**src/rtl/fifo_address_gen.sv**
```systemverilog
//------------------------------------------------------------------------------
// fifo_address_gen: circular address/pointer generator with lap bit for a
// power-of-two-deep FIFO. Optional Gray pointer when FIFO_ADDR_GEN_GRAY_EN.
// Revision: 1.0
//------------------------------------------------------------------------------
`default_nettype none

module fifo_address_gen #(
  parameter int ADDR_WIDTH = 4
) (
  input  logic                  clk,
  input  logic                  rst,
  input  logic                  inc,
  input  logic                  clr,
  output logic [ADDR_WIDTH-1:0] addr,
  output logic [ADDR_WIDTH-1:0] addr_next,
  output logic [ADDR_WIDTH:0]   ptr,
`ifdef FIFO_ADDR_GEN_GRAY_EN
  output logic [ADDR_WIDTH:0]   ptr_gray,
`endif
  output logic                  wrapped
);

  localparam logic [ADDR_WIDTH:0]   c_PTR_ONE  = {{ADDR_WIDTH{1'b0}}, 1'b1};
  localparam logic [ADDR_WIDTH-1:0] c_ADDR_ONE = {{(ADDR_WIDTH-1){1'b0}}, 1'b1};

  logic [ADDR_WIDTH:0] r_ptr;
  logic                r_wrapped;
  logic [ADDR_WIDTH:0] w_ptr_next;
  logic                w_wrapped_next;

  // Lap bit is simply the carry out of the address field, so one adder covers both.
  always_comb begin
    w_ptr_next     = r_ptr;
    w_wrapped_next = 1'b0;
    if (rst || clr) begin
      w_ptr_next = '0;
    end else if (inc) begin
      w_ptr_next     = r_ptr + c_PTR_ONE;
      w_wrapped_next = &r_ptr[ADDR_WIDTH-1:0];
    end
  end

  always_ff @(posedge clk) begin
    r_ptr     <= w_ptr_next;
    r_wrapped <= w_wrapped_next;
  end

`ifdef FIFO_ADDR_GEN_GRAY_EN
  logic [ADDR_WIDTH:0] r_ptr_gray;

  always_ff @(posedge clk) begin
    r_ptr_gray <= w_ptr_next ^ (w_ptr_next >> 1);
  end

  assign ptr_gray = r_ptr_gray;
`endif

  assign ptr       = r_ptr;
  assign addr      = r_ptr[ADDR_WIDTH-1:0];
  assign addr_next = r_ptr[ADDR_WIDTH-1:0] + c_ADDR_ONE;
  assign wrapped   = r_wrapped;

endmodule

`default_nettype wire

```
**config.mk**
```make
export PLATFORM = sky130hd
export DESIGN_NAME = fifo_address_gen
export DESIGN_NICKNAME = d
export VERILOG_FILES = /design/src/rtl/fifo_address_gen.sv
export SDC_FILE = /design/constraint.sdc
export NUM_CORES = 1
export LEC_CHECK = 0
export ABC_AREA = 1
export CAP_MARGIN = 20
export CELL_PAD_IN_SITES_DETAIL_PLACEMENT = 0
export CELL_PAD_IN_SITES_GLOBAL_PLACEMENT = 1
export CORE_MARGIN = 4
export CORE_UTILIZATION = 20
export CTS_CLUSTER_SIZE = 8
export DETAILED_ROUTE_END_ITERATION = 6
export MAX_ROUTING_LAYER = met4
export PLACE_DENSITY = 0.77
export SYNTH_ARGS = -nofsm -noshare
export SYNTH_HDL_FRONTEND = slang
export SYNTH_SLANG_ARGS = --single-unit
```
**constraint.sdc**
```tcl
create_clock -name clk -period 1.1 [get_ports clk]
set_clock_uncertainty 0.1 [all_clocks]
set_input_delay 0.22 -clock clk [delete_from_list [all_inputs] [get_ports clk]]
set_output_delay 0.22 -clock clk [all_outputs]
set_load 0.01 [all_outputs]
```
==> impl_metrics.ini, run 1 <==
[worst_setup_path]
startpoint_type = flip-flop
cp_max_fo = 4
slowest_delay_ps = 370
slowest_stage = dfxtp_4
endpoint_kind = output pin
cp.buffers_inverters = 1
critPathTopFamily = flip-flops
crit_path_cell_trace = ha_4 > xor2_2 > buf_2
critPathKind = reg2out
worstPathArrival_ps = 1050
cp.required_ps = 780

[routing]
post_drt_wl_per_cell_um = 9.60
vias = 336
drc = 0
viasPerCell = 4.05
wirelength_um = 797
first_pass_iters = 4
drt_iter0_drc = 4
ant_nets = 0

[timing]
fin_setup_tns_ps = -1620
period_share_pct = 125
whs_ps = 362
final_hold_viol_count = 0
drv_slew = 0
layout_setup_ws_ps = -273
period_needed_ps = 1370
setup_viol = 13
rsz0062_at_grt = yes
tightest_slew_ps = 172
max_freq_mhz = 729
relSlewSlack_pct = 88.5

[placement]
postPlaceCellArea_um2 = 536
port_buffers = 17
place_congestion = 0.660
dp_hpwl_um = 589
pre_cts_ws_ps = -416

[outcome]
violations = setup timing
status = finished with violations

[power]
p_per_area_nw_per_um2 = 951
p_seq_share_pct = 40.0
vdd_drop_max_mv = 0.435
pwr-share-clk_pct = 41.8
p_sw_share_pct = 25.8
p_int_uw = 416
switchingPower_uw = 144
p_leak_uw = 0.000289
p_total_uw = 560
pwr-share-comb_pct = 18.2

[synthesis]
ys_warn_count = 0
synth-seq-area-share_pct = 40.2
syn_area_per_cell_um2 = 6.95
synth.net_count = 48
yosys.cell_types.count = 12
syn_inst = 43
netlist_area_um2 = 299
yosys_register_bits = 6

[clocking]
clockRootBuffer = clkbuf_4
cts_buffer_depth = 2
path_clk_slew_ps = 50
htreeDepth = 1
cts_tree = built
numCtsBuffers = 3
numClockSinks = 6
clock_latency_ps = 250

[floorplan]
die-area_um2 = 2180
start_util_pct = 22.2
ios = 18
coreArea_um2 = 1350
die_x_um = 46.7
rows = 13
die_height_um = 46.7

[job]
maxCapViolCount = 0

[cells_and_area]
n_antenna_cell = 0
seqCellArea_um2 = 134
area_growth_pct = 97.1
multiInputGateArea_um2 = 153
stdcell_area_um2 = 589
drive_above_1_share_pct = 51.5
layout.nets = 74
num-fill-cells = 152

[grt]
overflow = 0
antenna_found_initial = 0
grt_pass1_wl_um = 1210
grt_pass1_vias = 287
grt_start_max_net_pins = 6
grtUsageTotal_pct = 8.61

[worst_hold_path]
hp-class = in2reg
-- metal layers --
layer	routed length (um)	vias to the layer above	global-route usage [%]
met3	61	0	5.86
li1	-	179	-
met4	0	0	3.31
met5	0	-	-
met2	390	15	10.2
met1	345	142	11.2
-- cell usage in the layout (no fill, tap or decap), types with 2 or more instances in the layout --
cell	synthesis	routed
a21oi_1	3	3
buf_2	0	4
buf_4	4	5
buf_6	0	13
clkbuf_4	0	3
clkdlybuf4s50_1	0	2
dfxtp_2	0	2
dfxtp_4	0	3
inv_1	6	5
nand2_1	11	11
nand3_1	2	2
nor2_1	6	5
-- logic make-up (layout without fill, tap and decap cells) --
group,count (synthesis),count (layout),share of synthesized area (%)
xor gates and xnor gates,1,1,2.93
adders and majority gates,1,1,4.18
AOI/OAI and AO/OA,4,4,6.69
buffers and inverters,10,35,17.6
DFF,6,6,40.2
and+or+nand+nor,21,21,28.5
-- stage by stage --
stage	utilization [%]	instances
floorplan	-	43
global placement	39.7	78
detailed placement	39.7	78
CTS	41.7	82
global route	43.7	83
finish	43.7	83
-- flip-flops by register name, indices dropped and copies added, names as in the netlist --
signal,flops
wrapped,1
ptr,5
-- Yosys cell counts --
cell type	n	area share, %
nor3_1	1	1.7
inv_1	6	7.5
nor2_1	6	7.5
ha_1	1	4.2
nand3_1	2	3.3
nand4_1	1	2.1
buf_4	4	10
o21ai_1	1	1.7
nand2_1	11	14
dfxtp_1	6	40
a21oi_1	3	5.0
xor2_1	1	2.9
-- final timing paths --
kind / cells after the start / slack [ps] / start / endpoint
setup / recovery: 3 / -270 / ptr[1] / addr_next[2]
hold reg to reg: 2 / 390 / ptr[4] / ptr[4]
setup reg to reg: 5 / -30 / ptr[1] / ptr[2]
hold / removal: 4 / 360 / inc / ptr[3]
-- repair_timing --
item,in CTS,in global routing
pin swaps,1,4
buffers inserted,1,2
endpoints found under the hold margin,0,0
resized for setup,73,7
hold buffers,0,0
setup endpoints to repair,16,14
cloned,0,0
-- power groups by stage --
stage          Combinational, uW  Sequential [uW]  Clock [uW]
6_report                     102              224         234
5_1_grt                      112              225         260
4_1_cts                     94.7              224         239
3_5_place_dp                93.3              232           0
3_3_place_gp                93.5              232           0
2_1_floorplan               35.0              236           0
-- final cells by class --
class | instances | share of cell area (%)
repair buffers | 25 | 39.5
flip-flops and latches | 6 | 22.7
well taps | 15 | 3.18
multi-input cells | 27 | 25.9
clock buffers | 4 | 4.46
inverters | 6 | 4.25
-- worst min-delay path: cells and delay by family --
family | cells | cell delay (ps)
buffers and inverters | 2 | 320
AND/OR/NAND/NOR | 2 | 150
No activity file was read; power rests on OpenSTA's default activity.
==> inputs of run 2 (changes only) <==
Settings changed: CTS_CLUSTER_DIAMETER set to 50.
==> results of run 2 <==
No change in the layout: final DEF, timing and power equal those of run 1.
==> inputs of run 3 (changes only) <==
Settings changed: CORE_UTILIZATION 20 to 22, PLACE_DENSITY 0.77 to 0.8.
Clock period 1.1 ns to 1.4 ns, I/O delays scaled along.
==> impl_metrics.ini, run 3 (synthesis results as in run 1) <==
[floorplan]
die_height_um = 44.9
ios = 18
die-area_um2 = 2010
start_util_pct = 23.3
coreArea_um2 = 1280
rows = 13
die_x_um = 44.9

[routing]
drt_iter0_drc = 4
first_pass_iters = 2
drc = 0
post_drt_wl_per_cell_um = 9.10
viasPerCell = 4.02
vias = 350
wirelength_um = 792
ant_nets = 0

[timing]
max_freq_mhz = 692
tightest_slew_ps = 155
rsz0062_at_grt = yes
final_hold_viol_count = 0
period_needed_ps = 1450
period_share_pct = 103
relSlewSlack_pct = 89.6
setup_viol = 2
layout_setup_ws_ps = -45.5
drv_slew = 0

[job]
maxCapViolCount = 0

[clocking]
cts_tree = built
numCtsBuffers = 3
path_clk_slew_ps = 40
clock_latency_ps = 240
cts_hold_buf = 0
htreeDepth = 1
clockRootBuffer = clkbuf_4
numClockSinks = 6
cts_buffer_depth = 2

[cells_and_area]
stdcell_area_um2 = 591
layout.nets = 79
drive_above_1_share_pct = 40.3
layout_common_cells = buf_4 (11), nand2_1 (10), inv_1 (6), nor2_1 (6), dlygate4sd2_1 (6)
n_antenna_cell = 0
area_growth_pct = 97.5
final_common_cell = buf_4
stdcell_count = 87
largest_reg_flops = 5

[placement]
place_congestion = 0.753
dp_hpwl_um = 584
postPlaceCellArea_um2 = 533
port_buffers = 17
pre_cts_ws_ps = -256
placed_cells = 81

[power]
p_per_area_nw_per_um2 = 697
p_leak_uw = 0.000308
p_total_uw = 411
vdd_drop_max_mv = 0.403

[grt]
overflow = 0
grt_busiest_layer = met2
grt_use_met1_pct = 10.1
grt_pass1_wl_um = 1220
grt_start_max_net_pins = 7
antenna_found_initial = 0
met2_usage_pct = 11.7
use_met3_pct = 2.79
grtUsageTotal_pct = 9.10
grt_pass1_vias = 307

[worst_setup_path]
slowest_stage = dfxtp_4
worstPathArrival_ps = 1070
startpoint_type = flip-flop
crit_path_cell_trace = ha_4 > xor2_2 > buf_2
slowest_delay_ps = 350
cp.required_ps = 1020
critPathKind = reg2out
cp_max_fo = 2
endpoint_kind = output pin

[worst_hold_path]
hp-class = reg2reg

[outcome]
violations = setup timing
status = finished with violations
## run 3: cell types whose count changed in the layout (fill, tap and decap cells not counted), sizes merged
cell and delta:
buf -6, clkdlybuf4s50 +1, clkbuf +1, clkdlybuf4s15 +3, dlygate4sd2 +5
## run 3: layer usage
metal  part of all wire [%]  vias up
met3                    9.2        2
met1                     45      149
li1                       -      187
met2                     45       12
met4                   0.63        0
met5                      0        -
## run 3: layout make-up
class	count	area [um^2]
Sequential cell	6	130
Inverter	6	22.5
Fill cell	127	694
Multi-Input combinational cell	27	154
Clock buffer	3	22.5
Tap cell	15	18.8
Timing Repair Buffer	30	243
## run 3: power breakdown
part	switching [uW]	internal [uW]	total, uW
clock	62.4	97.0	159
sequential	4.56	173	178
combinational	31.5	42.6	74.2
## run 3: final timing paths
path,startpoint,end,slack (ps),depth (start not counted)
max,ptr[0],addr_next[2],-50,3
min,ptr[4],ptr[4],400,2
max reg2reg,ptr[0],ptr[2],140,6
min reg2reg,ptr[4],ptr[4],400,2
## run 3: per-stage QoR
stage	util [%]	setup TNS (ps)	hold slack [ps]
after detailed placement	41.5	-629	402
after floorplan	-	0	320
final	46.0	-58.4	404
after CTS	43.9	-134	405
after global placement	41.5	-563	390
after global routing	46.0	-209	447
## run 3: critical path, delay by kind of cell (launching register included)
kind | cells | cell delay [ps]
DFF | 1 | 350
adders and majority gates | 1 | 150
buffers and inverters | 1 | 160
xor gates and xnor gates | 1 | 160
## run 3: repair_timing
item	4_1_cts	5_1_grt
gates resized for setup	31	11
setup buffers	1	2
setup endpoints to repair	14	10
pin swaps	2	2
